## src/rtl/output_serializer_pkg.sv

```systemverilog
// rtl/output_serializer_pkg.sv - shared types and sizing helpers for the output serializer
package output_serializer_pkg;

  typedef enum logic {
    IDLE  = 1'b0,
    SHIFT = 1'b1
  } ser_state_e;

  localparam int DEFAULT_DATA_WIDTH = 8;
  localparam int CNT_W              = $clog2(DEFAULT_DATA_WIDTH);

  function automatic int cnt_width(input int width);
    return $clog2(width);
  endfunction

endpackage

```

## src/rtl/serializer_hold_reg.sv

```systemverilog
// rtl/serializer_hold_reg.sv - one-entry holding register with load/drain controls
module serializer_hold_reg #(
  parameter int DATA_WIDTH = 8
) (
  input  logic                  clk,
  input  logic                  rst_n,
  input  logic                  load_i,
  input  logic                  drain_i,
  input  logic [DATA_WIDTH-1:0] load_data_i,
  output logic                  hold_valid_o,
  output logic [DATA_WIDTH-1:0] hold_data_o
);

  logic                  valid_q, valid_d;
  logic [DATA_WIDTH-1:0] data_q,  data_d;

  always_comb begin
    valid_d = load_i | (valid_q & ~drain_i);
    data_d  = load_i ? load_data_i : data_q;
  end

  always_ff @(posedge clk or negedge rst_n) begin
    if (!rst_n) begin
      valid_q <= 1'b0;
      data_q  <= '0;
    end else begin
      valid_q <= valid_d;
      data_q  <= data_d;
    end
  end

  assign hold_valid_o = valid_q;
  assign hold_data_o  = data_q;

endmodule

```

## src/rtl/output_serializer.sv

```systemverilog
// rtl/output_serializer.sv - MSB-first parallel-to-serial transmitter with one-word holding register
module output_serializer
  import output_serializer_pkg::*;
#(
  parameter int DATA_WIDTH = DEFAULT_DATA_WIDTH
) (
  input  logic                  clk,
  input  logic                  rst_n,
  input  logic [DATA_WIDTH-1:0] in_data,
  input  logic                  in_valid,
  output logic                  in_ready,
  input  logic                  bit_en,
  output logic                  serial_out,
  output logic                  serial_valid,
  output logic                  frame_start,
  output logic                  frame_end,
  output logic                  busy
);

  localparam int                   CW      = cnt_width(DATA_WIDTH);
  localparam logic [CW-1:0]        CNT_MAX = CW'(DATA_WIDTH - 1);

  ser_state_e            state_q, state_d;
  logic [CW-1:0]         cnt_q,   cnt_d;
  logic [DATA_WIDTH-1:0] shreg_q, shreg_d;

  logic                  hold_valid, hold_load, hold_drain;
  logic [DATA_WIDTH-1:0] hold_data;
  logic                  accept, frees;

  assign in_ready = ~hold_valid;
  assign accept   = in_valid & in_ready;
  assign frees    = (state_q == IDLE) || ((cnt_q == '0) && bit_en);

  serializer_hold_reg #(.DATA_WIDTH(DATA_WIDTH)) u_hold (
    .clk          (clk),
    .rst_n        (rst_n),
    .load_i       (hold_load),
    .drain_i      (hold_drain),
    .load_data_i  (in_data),
    .hold_valid_o (hold_valid),
    .hold_data_o  (hold_data)
  );

  always_ff @(posedge clk or negedge rst_n) begin
    if (!rst_n) begin
      state_q <= IDLE;
      cnt_q   <= '0;
      shreg_q <= '0;
    end else begin
      state_q <= state_d;
      cnt_q   <= cnt_d;
      shreg_q <= shreg_d;
    end
  end

  // A held word always wins the freed shifter; an accept can only coexist with an empty hold.
  always_comb begin
    state_d    = state_q;
    cnt_d      = cnt_q;
    shreg_d    = shreg_q;
    hold_load  = 1'b0;
    hold_drain = 1'b0;
    if (frees) begin
      if (hold_valid) begin
        state_d    = SHIFT;
        cnt_d      = CNT_MAX;
        shreg_d    = hold_data;
        hold_drain = 1'b1;
      end else if (accept) begin
        state_d = SHIFT;
        cnt_d   = CNT_MAX;
        shreg_d = in_data;
      end else begin
        state_d = IDLE;
        cnt_d   = '0;
        shreg_d = '0;
      end
    end else begin
      hold_load = accept;
      if (bit_en) begin
        shreg_d = {shreg_q[DATA_WIDTH-2:0], 1'b0};
        cnt_d   = cnt_q - CW'(1);
      end
    end
  end

  assign serial_out = shreg_q[DATA_WIDTH-1];

  always_comb begin
    serial_valid = (state_q == SHIFT);
    frame_start  = serial_valid && (cnt_q == CNT_MAX);
    frame_end    = serial_valid && (cnt_q == '0);
    busy         = serial_valid | hold_valid;
  end

endmodule
```

## config.mk

```make
export PLATFORM = sky130hd
export DESIGN_NAME = output_serializer
export DESIGN_NICKNAME = d
export VERILOG_FILES = /design/src/rtl/output_serializer_pkg.sv /design/src/rtl/serializer_hold_reg.sv /design/src/rtl/output_serializer.sv
export SDC_FILE = /design/constraint.sdc
export NUM_CORES = 1
export LEC_CHECK = 0
export CORE_MARGIN = 4
export CORE_UTILIZATION = 31
export CTS_CLUSTER_DIAMETER = 100
export DETAILED_ROUTE_END_ITERATION = 12
export PLACE_DENSITY = 0.63
export SYNTH_ARGS = -nofsm -noshare
export SYNTH_HDL_FRONTEND = slang
export SYNTH_SLANG_ARGS = --single-unit
```

## constraint.sdc

```tcl
create_clock -name clk -period 1.4 [get_ports clk]
set_input_delay 0.28 -clock clk [delete_from_list [all_inputs] [get_ports clk]]
set_output_delay 0.28 -clock clk [all_outputs]
set_load 0.005 [all_outputs]
```

==> parameters.txt <==
Parameter                              Value

Critical path
  Worst Path Max Fanout ... 2
  Worst R2R Start ... cnt_q[0]$_DFFE_PN0P_
  Worst-path cell chain ... buf_4 > ha_1 > and3_1 > buf_2
  Reg-to-reg slack, setup ... -150 ps
  Maximum single-stage delay on the critical path ... 410 ps
  R2R depth ... 6
  Startpoint types ... register
  Nature of the critical path endpoint ... primary output
  Worst reg2reg path endpoint ... u_hold.hold_data_o[7]$_DFFE_PN0P_
  Crit path from ... cnt_q[0]$_DFFE_PN0P_
  Worst setup endpoint ... frame_start
  CP max-delay cell ... dfrtp_1
  CP Data Required Time ... 1120 ps
  Path type of the worst setup path ... register to primary output
  Arrival time worst endpoint ... 1270 ps

Worst hold path
  Path type of the worst min-delay path ... primary input to asynchronous set/reset pin

Clock network
  CTS buffer count ... 3
  Root buffer cell ... clkbuf_4
  Buffers from clock root to sink, at most ... 2
  Clock tree from TritonCTS ... done
  Clock network latency to the later pin of the worst-skew pair ... 300 ps
  Clock tree sinks ... 21
  Clock-pin slew reported for the worst setup and hold paths after clock tree synthesis ... 110 ps
  Clock H-tree levels ... 1

Placement
  Count of input and output buffers ... 17
  Area post-placement ... 1340 µm²
  HPWL after detailed placement ... 1.48 mm
  GPL Wtd Cong ... 0.689

GRT
  Number of global-route vias before repair ... 785
  Antenna violations before repair ... 0
  Global-route usage over all layers ... 10.5%
  Maximum number of pins on one net before global-route repair ... 22
  Overflow left after global routing ... 0
  Wire length of the first global-routing pass ... 3.53 mm

Synthesis
  Nets in the synthesized netlist ... 99
  Unique cell type count in the Yosys netlist ... 23
  Gate count after technology mapping ... 84
  Warnings, synthesis ... 0
  Synth Area per Inst ... 12.7 µm²
  Number of flops mapped to enable cells by yosys ... 0
  Synthesis-stage register bit count ... 21
  Commonest register cell after synthesis ... dfrtp_1
  Async set-reset flop share out of synthesis ... 100%
  Netlist area before placement ... 1060 µm²
  Share of synthesized area occupied by flip-flops and latches ... 49.4%

Detailed routing
  Total number of vias ... 714
  Drt total wl ... 2.06 mm
  Post-route DRC ... 0
  Via-per-instance ratio ... 4.38
  Number of detailed-routing iterations run before antenna repair ... 3
  Mean routed wirelength per cell ... 12.6 µm
  Number of nets with antenna violations after routing ... 0
  Detailed router's first-iteration violation count ... 17

Power and ir drop
  Maximum VDD drop ... 0.000451 V
  Leak ... 0.709 nW
  PD cells ... 1650 nW/µm²

Die
  Die Span Y ... 66.6 µm
  Std-Cell Core Area ... 3340 µm²
  Top Ports ... 18
  Area enclosed by the die boundary ... 4430 µm²
  Starting Density ... 31.9%
  Chip width ... 66.6 µm
  Row cnt ... 21

Finish
  Layout cell share with drive strength beyond 1 ... 35.0%
  Layout-stage area growth over the synthesis result ... 34.6%
  ANT cells ... 0
  Most frequent cells in the layout ... dfrtp_1 (21), mux2i_1 (14), buf_4 (13), clkdlybuf4s50_1 (11)
  Post-layout instance area ... 1430 µm²
  Final layout net count ... 133
  Leading cell type in the layout, fill and taps excluded ... dfrtp_1
  Layout Utilization ... 42.9%

Timing
  Endpoints failing hold ... 0
  Shortest period the worst path allows ... 1550 ps
  Final Skew ... 1.09 ps
  Slew HR ... 82.4%
  Period utilization ... 111%
  Worst Max-Slew Pin Slew ... 263 ps
  Final setup margin ... -151 ps
  Fmax ... 645 MHz
  Unrepaired setup endpoints after global routing ... yes
  Final setup violation count ... 23
  Number of pins exceeding their max-slew limit in the final report ... 0
  Total negative setup slack ... -2140 ps

Job
  Max_cap viols ... 0

Status
  Violated checks ... negative setup slack
  Result of the run ... finished, violations left
report_power, final:
| group | switching (W) | total [W] | internal [W] |
|---|---|---|---|
| clock | 0.000173 | 0.000284 | 0.000111 |
| combinational | 0.000389 | 0.00106 | 0.000671 |
| sequential | 0.000156 | 0.00102 | 0.000867 |
routing by layer:
| layer | track usage, % | share of wire (%) | vias up |
|---|---|---|---|
| li1 | - | - | 363 |
| met3 | 1.18 | 3.1 | 2 |
| met5 | 0 | 0 | - |
| met1 | 13.6 | 49 | 338 |
| met4 | 5.33 | 1.3 | 0 |
| met2 | 17.3 | 47 | 11 |
worst min-delay path by stage:
stage,from,endpoint,slack [ps],cells after the start
final,rst_n,u_hold.hold_data_o[7]$_DFFE_PN0P_,320,2
after global routing,rst_n,shreg_q[2]$_DFFE_PN0P_,330,2
after detailed placement,u_hold.hold_data_o[4]$_DFFE_PN0P_,u_hold.hold_data_o[4]$_DFFE_PN0P_,500,1
after floorplan,rst_n,cnt_q[0]$_DFFE_PN0P_,-20,0
after global placement,u_hold.hold_data_o[0]$_DFFE_PN0P_,u_hold.hold_data_o[0]$_DFFE_PN0P_,500,1
after CTS,rst_n,shreg_q[6]$_DFFE_PN0P_,320,2
layout make-up:
cell class / instances / area [µm²]
clock buffers: 4 / 26.3
fillers: 333 / 1910
inverters: 4 / 17.5
multi-input cells: 54 / 512
flip-flops and latches: 21 / 526
well taps: 46 / 57.6
repair buffers: 34 / 293
Yosys cell counts (all sizes together) (2+ instances only):
master  instances  area, µm²
a21oi           3       15.0
nor2            2       7.51
mux2i          14        140
a22oi           8       60.1
inv             4       15.0
dfrtp          21        526
ha              3       37.5
nand2           3       11.3
nand3b          2       15.0
o21ai           2       10.0
buf             4       32.5
mux2            8        120
and3            2       17.5
flip-flops by register name, summed over array words and instances, names as in the netlist:
name,cells
shreg_q,8
u_hold.hold_valid_o,1
cnt_q,3
u_hold.hold_data_o,8
serial_valid,1
what timing repair did:
action / CTS / global route
hold buffers: 0 / 0
buffers inserted: 5 / 1
endpoints found under the setup margin: 25 / 24
pin swaps: 4 / 1
resized for setup: 29 / 8
cell families after synthesis:
logic type / count (synthesis) / synth area share [%]
AOI/OAI and AO/OA: 14 / 8.71
xor gates and xnor gates: 2 / 1.65
adders and majority gates: 3 / 3.53
buffers and inverters: 9 / 4.82
DFF: 21 / 49.4
muxes: 22 / 24.5
and+or+nand+nor: 13 / 7.41
critical path: cells and delay by family, from the launching register on:
family	cells	cell delay, ps
simple gates	1	130
fa+ha+maj	1	170
flops	1	410
buf+inv	2	260
stage by stage:
stage	setup WS [ps]	total power, W	hold WS (ps)	std cells
after CTS	-159	0.00235	318	162
after global routing	-236	0.00256	334	163
after global placement	-288	0.00197	499	153
final	-151	0.00237	317	163
after floorplan	-65.4	0.00165	-15.6	84
after detailed placement	-310	0.00201	496	153
No activity file was read; power rests on OpenSTA's default activity.
